==> src/rtl/cpu_pkg.sv <==
// Shared CPU definitions: register address width, default data width and
// a register-number decoder used by the scoreboard.
package cpu_pkg;

   localparam int unsigned REG_AW   = 5;
   localparam int unsigned XLEN_DEF = 32;
   localparam int unsigned NREG_MAX = 2 ** REG_AW;

   function automatic logic [NREG_MAX-1:0] onehot_dec(input logic [REG_AW-1:0] i_addr);
      logic [NREG_MAX-1:0] w_oh;
      w_oh         = '0;
      w_oh[i_addr] = 1'b1;
      return w_oh;
   endfunction

endpackage

==> src/rtl/operand_fwd_mux.sv <==
// One source operand: priority select (r0, forwarding channels, long-op writeback,
// regfile) plus the load-use and pending-long-op hazard flags for that source.
module operand_fwd_mux
   import cpu_pkg::*;
#(
   parameter int unsigned XLEN = XLEN_DEF,
   parameter int unsigned NFWD = 2
) (
   input  logic [REG_AW-1:0]      i_src,
   input  logic                   i_used,
   input  logic [XLEN-1:0]        i_rf_rdata,
   input  logic                   i_busy,
   input  logic [NFWD-1:0]        i_fwd_valid,
   input  logic [NFWD-1:0]        i_fwd_ready,
   input  logic [NFWD*REG_AW-1:0] i_fwd_dest,
   input  logic [NFWD*XLEN-1:0]   i_fwd_data,
   input  logic                   i_wbl_valid,
   input  logic [REG_AW-1:0]      i_wbl_dest,
   input  logic [XLEN-1:0]        i_wbl_data,
   output logic [XLEN-1:0]        o_value,
   output logic                   o_stall_load,
   output logic                   o_stall_long
);

   logic w_hit;
   logic w_hit_ready;
   logic w_wbl_match;
   logic w_active;

   always_comb begin
      o_value     = i_rf_rdata;
      w_hit       = 1'b0;
      w_hit_ready = 1'b1;
      w_wbl_match = i_wbl_valid && (i_wbl_dest == i_src);
      if (w_wbl_match) begin
         o_value = i_wbl_data;
      end
      // Walk oldest to youngest so the lowest-index (youngest) match is left standing.
      for (int k = NFWD - 1; k >= 0; k--) begin
         if (i_fwd_valid[k] && (i_fwd_dest[k*REG_AW +: REG_AW] == i_src)) begin
            o_value     = i_fwd_data[k*XLEN +: XLEN];
            w_hit       = 1'b1;
            w_hit_ready = i_fwd_ready[k];
         end
      end
      if (i_src == '0) begin
         o_value = '0;
         w_hit   = 1'b0;
      end
      w_active     = i_used && (i_src != '0);
      o_stall_load = w_active && w_hit && !w_hit_ready;
      o_stall_long = w_active && i_busy && !w_wbl_match && !w_hit;
   end

endmodule

==> src/rtl/decode_hazard_unit.sv <==
// Decode-stage operand read and hazard detection: per-source forwarding muxes,
// the long-op scoreboard, the outstanding long-op counter and the stall OR.
module decode_hazard_unit
   import cpu_pkg::*;
#(
   parameter int unsigned XLEN     = XLEN_DEF,
   parameter int unsigned NREG     = 32,
   parameter int unsigned NSRC     = 2,
   parameter int unsigned NFWD     = 2,
   parameter int unsigned MAX_LONG = 4
) (
   input  logic                           i_clk,
   input  logic                           i_rst,
   input  logic [NSRC*REG_AW-1:0]         i_src_addr,
   input  logic [NSRC-1:0]                i_src_used,
   input  logic [NSRC*XLEN-1:0]           i_rf_rdata,
   input  logic [REG_AW-1:0]              i_dst_addr,
   input  logic                           i_dst_we,
   input  logic                           i_dst_long,
   input  logic                           i_issue,
   input  logic                           i_flush,
   input  logic [NFWD-1:0]                i_fwd_valid,
   input  logic [NFWD-1:0]                i_fwd_ready,
   input  logic [NFWD*REG_AW-1:0]         i_fwd_dest,
   input  logic [NFWD*XLEN-1:0]           i_fwd_data,
   input  logic                           i_wbl_valid,
   input  logic [REG_AW-1:0]              i_wbl_dest,
   input  logic [XLEN-1:0]                i_wbl_data,
   output logic [NSRC*XLEN-1:0]           o_src_value,
   output logic                           o_stall,
   output logic [NREG-1:0]                o_sb_busy,
   output logic [$clog2(MAX_LONG+1)-1:0]  o_long_cnt
);

   localparam int unsigned CW = $clog2(MAX_LONG + 1);

   logic [NREG-1:0]     r_sb_busy;
   logic [CW-1:0]       r_long_cnt;
   logic [NREG-1:0]     w_sb_nxt;
   logic [CW-1:0]       w_long_cnt_nxt;
   logic [NREG_MAX-1:0] w_set_oh;
   logic [NREG_MAX-1:0] w_clr_oh;
   logic [NSRC-1:0]     w_stall_load;
   logic [NSRC-1:0]     w_stall_long;
   logic                w_set;
   logic                w_waw;
   logic                w_full;

   for (genvar i = 0; i < NSRC; i++) begin : g_src
      operand_fwd_mux #(
         .XLEN (XLEN),
         .NFWD (NFWD)
      ) u_mux (
         .i_src        (i_src_addr[i*REG_AW +: REG_AW]),
         .i_used       (i_src_used[i]),
         .i_rf_rdata   (i_rf_rdata[i*XLEN +: XLEN]),
         .i_busy       (r_sb_busy[i_src_addr[i*REG_AW +: REG_AW]]),
         .i_fwd_valid  (i_fwd_valid),
         .i_fwd_ready  (i_fwd_ready),
         .i_fwd_dest   (i_fwd_dest),
         .i_fwd_data   (i_fwd_data),
         .i_wbl_valid  (i_wbl_valid),
         .i_wbl_dest   (i_wbl_dest),
         .i_wbl_data   (i_wbl_data),
         .o_value      (o_src_value[i*XLEN +: XLEN]),
         .o_stall_load (w_stall_load[i]),
         .o_stall_long (w_stall_long[i])
      );
   end

   always_comb begin
      w_set  = i_issue && !i_flush && i_dst_we && i_dst_long;
      w_waw  = i_dst_we && (i_dst_addr != '0) && r_sb_busy[i_dst_addr] &&
               !(i_wbl_valid && (i_wbl_dest == i_dst_addr));
      w_full = i_dst_long && (r_long_cnt == CW'(MAX_LONG)) && !i_wbl_valid;
      o_stall = !i_flush && ((|w_stall_load) || (|w_stall_long) || w_waw || w_full);
   end

   // Clear before set so a same-cycle set of the same register wins.
   always_comb begin
      w_set_oh = onehot_dec(i_dst_addr);
      w_clr_oh = onehot_dec(i_wbl_dest);
      w_sb_nxt = r_sb_busy;
      if (i_wbl_valid) begin
         w_sb_nxt = w_sb_nxt & ~w_clr_oh[NREG-1:0];
      end
      if (w_set && (i_dst_addr != '0)) begin
         w_sb_nxt = w_sb_nxt | w_set_oh[NREG-1:0];
      end
      w_sb_nxt[0] = 1'b0;
   end

   always_comb begin
      w_long_cnt_nxt = r_long_cnt;
      case ({w_set, i_wbl_valid})
         2'b10:   w_long_cnt_nxt = r_long_cnt + CW'(1);
         2'b01:   w_long_cnt_nxt = r_long_cnt - CW'(1);
         default: w_long_cnt_nxt = r_long_cnt;
      endcase
   end

   always_ff @(posedge i_clk or posedge i_rst) begin
      if (i_rst) begin
         r_sb_busy  <= '0;
         r_long_cnt <= '0;
      end else begin
         r_sb_busy  <= w_sb_nxt;
         r_long_cnt <= w_long_cnt_nxt;
      end
   end

   assign o_sb_busy  = r_sb_busy;
   assign o_long_cnt = r_long_cnt;

   a_cnt_no_overflow : assert property (@(posedge i_clk) disable iff (i_rst)
      !(w_set && !i_wbl_valid && (r_long_cnt == CW'(MAX_LONG))));
   a_cnt_no_underflow : assert property (@(posedge i_clk) disable iff (i_rst)
      !(i_wbl_valid && !w_set && (r_long_cnt == '0)));

endmodule

==> config.mk <==
export PLATFORM = sky130hd
export DESIGN_NAME = decode_hazard_unit
export DESIGN_NICKNAME = d
export VERILOG_FILES = /design/src/rtl/cpu_pkg.sv /design/src/rtl/operand_fwd_mux.sv /design/src/rtl/decode_hazard_unit.sv
export SDC_FILE = /design/constraint.sdc
export NUM_CORES = 1
export LEC_CHECK = 0
export CAP_MARGIN = 10
export CORE_MARGIN = 5
export CORE_UTILIZATION = 43
export CTS_BUF_LIST = sky130_fd_sc_hd__clkbuf_8
export CTS_CLUSTER_SIZE = 16
export DETAILED_ROUTE_END_ITERATION = 8
export PLACE_DENSITY = 0.89
export RECOVER_POWER = 25
export SYNTH_ARGS = -nofsm -noshare
export SYNTH_HDL_FRONTEND = slang
export SYNTH_HIERARCHICAL = 1
export SYNTH_SLANG_ARGS = --single-unit
==> constraint.sdc <==
create_clock -name i_clk -period 6.2 [get_ports i_clk]
set_input_delay 1.24 -clock i_clk [delete_from_list [all_inputs] [get_ports i_clk]]
set_output_delay 1.24 -clock i_clk [all_outputs]
set_load 0.05 [all_outputs]
==> impl_metrics.toml, run 1 <==
[run_status]
status = "finished with violations"
violations = "max-capacitance violations, max-slew violations"

[routing]
wl_per_cell_microns = 24.13
drt-total-wl_mm = 25.24
ant_nets = 0
drc = 0
vias = 6759
vias_per_cell = 6.462
firstDrtPassIters = 5
drtIter0Drc = 868

[sta]
finClkSkew_ns = 0.0001721
slew_headroom_pct = -22.67
holdWs_ns = 0.5024
tns_ns = 0
setup_viol = 0
fin_crit_sh_pct = 95.87
hold_viol_final = 0
worstMarginPinSlew_ns = 1.840
rsz0062_at_grt = "false"
finalWorstSetupSlack_ns = 0.2559
fmax_mhz = 168.2
period_minus_slack_ns = 5.944
slew_violations = 35

[critical_path]
path_max_fanout = 10
path_cells = "clkdlybuf4s50_1, mux4_1, mux4_2, clkinv_1, a21oi_1, nand3_1, nor4b_1, nor4_1, o21ai_0, nor3_1, a41oi_1, buf_4"
crit_type = "input port to output pin"
required_ns = 4.96
crit_path_max_incr_delay_ns = 0.80
cp-end-kind = "output pin"
startpoint_type = "input port"
arrival_ns = 4.70
cpMaxStageDelayCell = "clkdlybuf4s50_1"

[global_route]
overflow = 0
grt.total_usage_pct = 31.57
grt_max_degree = 65
grt_pass1_wl_mm = 36.94
first_global_vias = 6454
antenna_found_initial = 2

[power]
internal_power_w = 0.0006380
p_sw_w = 0.0005485
swShare_pct = 46.23
p_leak_nw = 3.589
power_frac_comb_pct = 62.2
seqPwrFrac_pct = 23.9
irDropWorstVdd_v = 0.0002529
pwr-share-clk_pct = 13.9
power.density_nw_per_um2 = 143.2

[flow_run]
max-cap-violations = 1

[layout]
final_nets = 1080
fill_cells = 979
multi_input_area_sq_um = 4086
drive_gt1_share_pct = 19.75
areaGrowthSynthToFinish_pct = 56.25
layout.area.seq_sq_um = 850.8

[synthesis]
ys_async_sr_fraction_pct = 100.0
netlist_top_cells_area = "dfrtp_1, mux2i_1, o211ai_2"
syn_inst = 610
syn-num-nets = 815
ys_top_cells_by_count = "mux2i_1, nand3_1, nand4_1, o21ai_0, o211ai_2"
syn_avg_cell_area_sq_um = 8.693
yosys.cell_types.count = 47
seq_area_frac_synth_pct = 16.05
synth_top_area_cell = "dfrtp_1"
synth_ff_type = "dfrtp_1"
yosysWarningCount = 6
synth_edf_count = 0
synth_seq_cells = 34
synth_most_common_cell = "mux2i_1"
synth_top_area_share_pct = 16.05
synth_area_sq_um = 5303

[placed_design]
dp_hpwl_mm = 19.03
dp_slack_ns = 0.3434
port_buffers = 301
gp_congestion = 0.9424

[cts]
cts_buffers = 5
clkLatencyLatePin_ns = 0.28
clock_tree.root_cell = "clkbuf_8"
path_clk_slew_ns = 0.06
clock_sinks = 34
post-cts-setup-buffers = 0
cts_resized = 0
cts_tree = "yes"
cts_max_level = 2
cts_hold_buf = 0
clock_tree.buffer_depth = 2

[die]
start_util_pct = 43.96
dieArea_sq_um = 14650
die_h_microns = 121.0
rows = 40
die_w_microns = 121.0
pin_count = 303
coreArea_sq_um = 12060

[hold_path]
hold_path_class = "register to register"
==> layout by cell type (no fill, tap or decap), types with 5 or more instances in the layout <==
master	n
and3_1	6
mux2_2	5
clkbuf_8	6
dfrtp_1	34
nand4_1	64
inv_1	11
o21ai_0	63
o211ai_2	60
clkdlybuf4s50_1	228
nand3_1	74
nand2_1	11
dlygate4sd3_1	8
a21oi_1	5
nor4_1	8
xnor2_1	8
mux4_2	6
xor2_1	30
nor2_1	10
nand3b_1	10
mux4_1	10
mux2i_1	77
nor3_1	6
buf_4	84
==> power by group through the flow <==
stage	Sequential, W	Clock [W]	Combinational, W
2_1_floorplan	0.000356	0	0.000343
3_3_place_gp	0.000284	0	0.000727
3_5_place_dp	0.000285	0	0.000735
4_1_cts	0.000282	0.000166	0.000738
5_1_grt	0.000286	0.000175	0.000768
6_report	0.000284	0.000165	0.000738
==> critical path, delay by kind of cell <==
kind	cells	cell delay (ns)
compound gates	3	0.40
buf+inv	3	1.08
simple gates	4	0.86
mux	2	1.11
==> worst paths after layout <==
path	startpoint	to	slack (ns)	depth (start not counted)
worst max-delay path	i_src_addr[5]	o_stall	0.26	12
worst min-delay path	o_long_cnt[2]	o_long_cnt[2]	0.50	1
worst max register to register	o_long_cnt[0]	o_long_cnt[2]	4.77	5
worst min register to register	o_long_cnt[2]	o_long_cnt[2]	0.50	1
max in group asynchronous	i_rst	o_sb_busy[16]	3.10	3
min in group asynchronous	i_rst	o_sb_busy[29]	2.03	3
==> routing by layer <==
metal | wire length (microns) | vias to the layer above | global-route usage, %
met1 | 9427 | 3202 | 40.32
li1 | - | 2950 | -
met5 | 0 | - | 0
met3 | 2908 | 92 | 7.879
met4 | 992 | 0 | 11.19
met2 | 11910 | 515 | 51.72
==> flip-flops by register name, summed over array words and instances, names as in the netlist <==
| register | cells |
|---|---|
| o_long_cnt | 3 |
| o_sb_busy | 31 |
==> per-stage QoR <==
step | std cells | total power (W) | utilization, % | area, sq um
floorplan | 610 | 0.0006993 | - | 5303
global placement | 1036 | 0.001011 | 67.93 | 8193
detailed placement | 1036 | 0.001020 | 67.93 | 8193
CTS | 1044 | 0.001186 | 68.68 | 8284
global route | 1046 | 0.001229 | 68.69 | 8285
finish | 1046 | 0.001187 | 68.69 | 8285
==> cell families after synthesis <==
group                      synth area share [%]
xor gates and xnor gates                  6.277
DFF                                       16.05
AOI/OAI and AO/OA                         24.47
other                                   0.07072
and+or+nand+nor                           22.25
adders and majority gates                0.6135
buffers and inverters                     7.173
muxes                                     23.10
==> cell type report <==
cell class	count	share of cell area [%]
Antenna cell	2	0.06040
Clock buffer	6	0.9967
Clock inverter	2	0.1057
Inverter	12	0.5436
Multi-Input combinational cell	501	49.32
Sequential cell	34	10.27
Tap cell	168	2.537
Timing Repair Buffer	321	36.17
(Power assumes the default switching activity.)
==> run 2, diff against run 1 <==
--- a/config.mk
+++ b/config.mk
@@ -6,12 +6,12 @@
 export NUM_CORES = 1
 export LEC_CHECK = 0
 export CAP_MARGIN = 10
-export CORE_MARGIN = 5
-export CORE_UTILIZATION = 43
+export CORE_AREA = 2 2 118 120
 export CTS_BUF_LIST = sky130_fd_sc_hd__clkbuf_8
 export CTS_CLUSTER_SIZE = 16
 export DETAILED_ROUTE_END_ITERATION = 8
-export PLACE_DENSITY = 0.89
+export DIE_AREA = 0 0 120 122
+export PLACE_DENSITY = 0.83
 export RECOVER_POWER = 25
 export SYNTH_ARGS = -nofsm -noshare
 export SYNTH_HDL_FRONTEND = slang
==> constraint.sdc (replaced) <==
create_clock -name i_clk -period 6.2 [get_ports i_clk]
set_input_delay 0.62 -clock i_clk [delete_from_list [all_inputs] [get_ports i_clk]]
set_output_delay 0.62 -clock i_clk [all_outputs]
set_load 0.05 [all_outputs]
==> run 2 against run 1 <==
The run still ends with max-capacitance violations, max-slew violations left. Combinational power rose by 0.9%. Utilization fell by 6.5 points. Total power rose by 1.4%. Critical path type unchanged. Cell count rose by 0.29%. Maximum frequency rose by 11%. Via count barely moved. First-iteration DRC count fell by 25%.
==> impl_metrics.toml, run 2 (synthesis gave the netlist of run 1 again) <==
[layout]
post-route-util_pct = 62.23
fill_cells = 1164
drive_gt1_share_pct = 11.64
areaGrowthSynthToFinish_pct = 58.49
final_nets = 1072
largest_reg_flops = 31
final_cell_mix = "clkdlybuf4s50_1, mux2i_1, nand3_1"
final_cell_area_sq_um = 8404
final_common_cell = "clkdlybuf4s50_1"

[power]
pwr-share-clk_pct = 14.5
irDropWorstVdd_v = 0.0001340
power_w = 0.001203
p_leak_nw = 3.471
power.density_nw_per_um2 = 143.1
internal_power_w = 0.0006528
swShare_pct = 45.72
power_frac_comb_pct = 62.0
p_sw_w = 0.0005498
seqPwrFrac_pct = 23.5

[cts]
path_clk_slew_ns = 0.07
clock_tree.root_cell = "clkbuf_8"
clock_tree.buffer_depth = 2
cts_max_level = 2
clock_sinks = 34
cts_buffers = 5
cts_tree = "yes"
cts_hold_buf = 0
cts_resized = 0
post-cts-setup-buffers = 0
clkLatencyLatePin_ns = 0.29

[critical_path]
r2r-end = "o_long_cnt[2]"
rr_worst_depth = 5
arrival_ns = 4.72
path_max_fanout = 13
required_ns = 5.58
crit_type = "input port to output pin"
cp-end-kind = "output pin"
reg2reg_slack_ns = 4.78
reg2reg_from = "o_long_cnt[0]"
startpoint_type = "input port"

[hold_path]
hold_path_class = "register to register"
hold_depth = 1
worstHoldEndpoint = "o_long_cnt[2]"
min_from = "o_long_cnt[2]"

[placed_design]
port_buffers = 301
gp_congestion = 0.9529
dpl_cell_area_sq_um = 8310
dp_hpwl_mm = 17.89

[run_status]
violations = "max-capacitance violations, max-slew violations"
status = "finished with violations"

[routing]
wl_met3_mm = 2.657
dr.max_layer_used = "met5"
vias_per_cell = 6.438
drt-total-wl_mm = 24.30
firstDrtPassIters = 6
ant_nets = 0
drtIter0Drc = 647
drt-met1-wl_mm = 8.818
wl_per_cell_microns = 23.17
drc = 0
vias = 6753
wl_met2_mm = 11.59

[sta]
slew_headroom_pct = -20.73
rsz0062_at_grt = "false"
worstMarginPinSlew_ns = 1.811
setup_viol = 0
period_minus_slack_ns = 5.343
fin_crit_sh_pct = 86.18
holdWs_ns = 0.5197
slew_violations = 35
tns_ns = 0
fmax_mhz = 187.2
hold_viol_final = 0
finClkSkew_ns = 0.0001529

[global_route]
first_global_vias = 6376
antenna_found_initial = 3
grt_pass1_wl_mm = 36.70
overflow = 0
grt_max_degree = 65
grt.total_usage_pct = 31.65

[die]
dieArea_sq_um = 14640
die_h_microns = 122
die_w_microns = 120
rows = 43
start_util_pct = 39.27
pin_count = 303
coreArea_sq_um = 13500

[flow_run]
max-cap-violations = 1
==> run 2: changes by cell type in the layout (fill, tap and decap cells not counted) <==
| cell | change |
|---|---|
| clkdlybuf4s50_1 | +69 |
| clkinvlp_4 | +1 |
| inv_1 | -1 |
| buf_4 | -73 |
| dlygate4sd3_1 | -4 |
| diode_2 | -1 |
==> run 2: per-layer routing <==
| layer | vias up | global-route usage, % |
|---|---|---|
| met4 | 4 | 14.78 |
| li1 | 2925 | - |
| met5 | - | 0 |
| met3 | 100 | 6.461 |
| met2 | 492 | 53.16 |
| met1 | 3232 | 38.95 |
==> run 2: critical path, stage by stage <==
cell and delay (ns):
clkdlybuf4s50_1 0.94, mux4_1 0.64, mux4_2 0.47, clkinv_1 0.05
a21oi_1 0.06, nand3_1 0.09, nor4b_1 0.06, nor4_1 0.38
o21ai_0 0.18, nor3_1 0.24, a41oi_1 0.20, clkdlybuf4s50_1 0.77
==> run 2: area by class of cell <==
class	instances	area [sq um]	share of cell area, %
flip-flops and latches	34	850.8	10.12
well taps	180	225.2	2.680
inverters	12	45.04	0.5360
repair buffers	313	3099	36.88
diodes	1	2.502	0.02978
clock buffers	6	82.58	0.9826
clock inverters	2	12.51	0.1489
multi-input cells	501	4086	48.62
==> run 2: power by group through the flow <==
stage          Combinational [W]  Sequential (W)  Clock (W)
2_1_floorplan           0.000343        0.000356          0
3_3_place_gp            0.000734        0.000285          0
3_5_place_dp            0.000740        0.000285          0
4_1_cts                 0.000743        0.000281   0.000174
5_1_grt                 0.000776        0.000285   0.000184
6_report                0.000745        0.000283   0.000174
==> run 2: how the worst max path moves through the flow <==
stage | startpoint | to | slack (ns) | cells after the start
floorplan | i_src_addr[6] | o_stall | 2.44 | 12
global placement | i_src_addr[5] | o_stall | 1.05 | 12
detailed placement | i_src_addr[1] | o_stall | 0.91 | 10
CTS | i_src_addr[1] | o_stall | 0.88 | 10
global route | i_src_addr[0] | o_stall | 0.57 | 10
finish | i_src_addr[5] | o_stall | 0.86 | 12
==> run 2: metrics by stage <==
step | setup WS [ns] | cells
final | 0.8571 | 1049
after global routing | 0.5683 | 1049
after CTS | 0.8789 | 1048
after detailed placement | 0.9055 | 1040
after global placement | 1.051 | 1040
after floorplan | 2.441 | 610
==> run 3, diff against run 2 <==
--- a/config.mk
+++ b/config.mk
@@ -5,12 +5,14 @@
 export SDC_FILE = /design/constraint.sdc
 export NUM_CORES = 1
 export LEC_CHECK = 0
+export ABC_CLOCK_PERIOD_IN_PS = 6200
 export CAP_MARGIN = 10
 export CORE_AREA = 2 2 118 120
 export CTS_BUF_LIST = sky130_fd_sc_hd__clkbuf_8
 export CTS_CLUSTER_SIZE = 16
 export DETAILED_ROUTE_END_ITERATION = 8
 export DIE_AREA = 0 0 120 122
+export MAX_ROUTING_LAYER = met4
 export PLACE_DENSITY = 0.83
 export RECOVER_POWER = 25
 export SYNTH_ARGS = -nofsm -noshare
==> run 3 against run 2 <==
The run still ends with max-capacitance violations, max-slew violations left. Combinational power about the same. Wire length increased by 1.2%. Clock power about the same. Cell count about the same. Design area about the same. Register-to-register slack improved by 0.02 ns. Non-clock buffer count decreased by 1. Sequential power about the same. Sequential share of layout area about the same. Worst hold slack got worse by 0.016 ns. Clock skew about the same. Largest cell class unchanged. Largest power group unchanged.
==> impl_metrics.toml, run 3 (synthesis gave the netlist of run 1 again) <==
[global_route]
first_global_vias = 6296
grt.total_usage_pct = 32.33
grt_max_degree = 65
grt_pass1_wl_mm = 36.29
overflow = 0
antenna_found_initial = 3

[critical_path]
r2r-end = "o_long_cnt[2]"
cp_top_family = "buffers and inverters"
crit_path_max_incr_delay_ns = 0.91
path_cells = "clkdlybuf4s50_1, mux4_1, mux4_2, clkinv_1, a21oi_1, nand3_1, nor4b_1, nor4_1, o21ai_0, nor3_1, a41oi_1, clkdlybuf4s50_1"
arrival_ns = 4.57
crit_cells = 12
cp_common_cell = "clkdlybuf4s50_1"
crit_start = "i_src_addr[5]"
critPathBufInv = 3
reg2reg_slack_ns = 4.80
required_ns = 5.58
startpoint_type = "input port"
reg2reg_from = "o_long_cnt[0]"
path_max_fanout = 13
cpMaxStageDelayCell = "clkdlybuf4s50_1"
crit_type = "input port to output pin"
rr_worst_depth = 5
crit_end = "o_stall"
cp-end-kind = "output pin"

[cts]
cts_hold_buf = 0
cts_max_level = 2
clock_sinks = 34
clkLatencyLatePin_ns = 0.29
clock_tree.root_cell = "clkbuf_8"
path_clk_slew_ns = 0.07
cts_tree = "yes"
clock_tree.buffer_depth = 2
cts_buffers = 5
cts_resized = 0
post-cts-setup-buffers = 0

[routing]
ant_nets = 0
drt-total-wl_mm = 24.61
wl_per_cell_microns = 23.43
vias = 6662
drc = 0
drtIter0Drc = 779
firstDrtPassIters = 5
vias_per_cell = 6.345

[sta]
tns_ns = 0
fmax_mhz = 192.6
finClkSkew_ns = 0.00004960
hold_viol_final = 0
fin_crit_sh_pct = 83.76
finalWorstSetupSlack_ns = 1.007
period_minus_slack_ns = 5.193
worstMarginPinSlew_ns = 1.806
slew_headroom_pct = -20.43
setup_viol = 0
rsz0062_at_grt = "false"
slew_violations = 35

[layout]
final_common_cell = "clkdlybuf4s50_1"
final_cell_mix = "clkdlybuf4s50_1, mux2i_1, nand3_1"
final_nets = 1071
largest_reg_flops = 31
final_cell_area_sq_um = 8402
multi_input_area_sq_um = 4086
drive_gt1_share_pct = 11.53
layout.area.seq_sq_um = 850.8
areaGrowthSynthToFinish_pct = 58.45
fill_cells = 1135

[placed_design]
gp_congestion = 0.9704
dpl_cell_area_sq_um = 8303
dp_slack_ns = 1.062
dp_hpwl_mm = 18.08
port_buffers = 301

[die]
pin_count = 303
die_w_microns = 120
dieArea_sq_um = 14640
start_util_pct = 39.27
rows = 43
coreArea_sq_um = 13500
die_h_microns = 122

[power]
power.density_nw_per_um2 = 142.6
irDropWorstVdd_v = 0.0001449
p_leak_nw = 3.474

[run_status]
violations = "max-capacitance violations, max-slew violations"
status = "finished with violations"

[hold_path]
hold_path_class = "register to register"

[flow_run]
max-cap-violations = 1
-- run 3: changes by cell type in the layout (fill, tap and decap cells not counted) --
cell / change
buf_4: -1
clkdlybuf4s50_1: -4
diode_2: +2
dlygate4sd3_1: +4
-- run 3: through the flow --
stage | std cells | utilization [%] | power [W] | hold slack [ns]
after floorplan | 610 | - | 0.0006993 | 0.7616
after detailed placement | 1039 | 61.48 | 0.001025 | 0.4994
after CTS | 1047 | 62.19 | 0.001198 | 0.5088
after global routing | 1050 | 62.22 | 0.001244 | 0.5200
final | 1050 | 62.22 | 0.001198 | 0.5035
after global placement | 1039 | 61.48 | 0.001021 | 0.4940
-- run 3: worst min-delay path by stage --
stage               endpoint     startpoint  cells after the start  slack, ns
2_1_floorplan  o_long_cnt[0]          i_rst                      1       0.76
3_3_place_gp   o_long_cnt[2]  o_long_cnt[2]                      1       0.49
3_5_place_dp   o_long_cnt[2]  o_long_cnt[2]                      1       0.50
4_1_cts        o_long_cnt[2]  o_long_cnt[2]                      1       0.51
5_1_grt        o_long_cnt[2]  o_long_cnt[2]                      1       0.52
6_report       o_long_cnt[2]  o_long_cnt[2]                      1       0.50
-- run 3: routing by layer --
| layer | part of all wire [%] | up-vias | GRT usage (%) | wire (microns) |
|---|---|---|---|---|
| met5 | 0 | - | - | 0 |
| met3 | 11 | 85 | 6.742 | 2680 |
| met1 | 37 | 3139 | 39.54 | 9090 |
| met4 | 4.0 | 0 | 11.91 | 988 |
| li1 | - | 2936 | - | - |
| met2 | 48 | 502 | 52.77 | 11850 |
-- run 3: final cells by class --
cell class,instances,area share [%]
multi-input combinational,501,48.64
timing repair buffer,312,36.80
sequential,34,10.13
tap,180,2.681
clock buffer,6,0.9829
inverter,12,0.5361
clock inverter,2,0.1489
antenna,3,0.08935
-- run 3: power by group --
part           leakage [nW]  internal [W]  total (W)  switching [W]
clock network        0.0472     0.0000892   0.000173      0.0000841
logic                  2.97      0.000314   0.000742       0.000428
registers             0.461      0.000246   0.000283      0.0000368
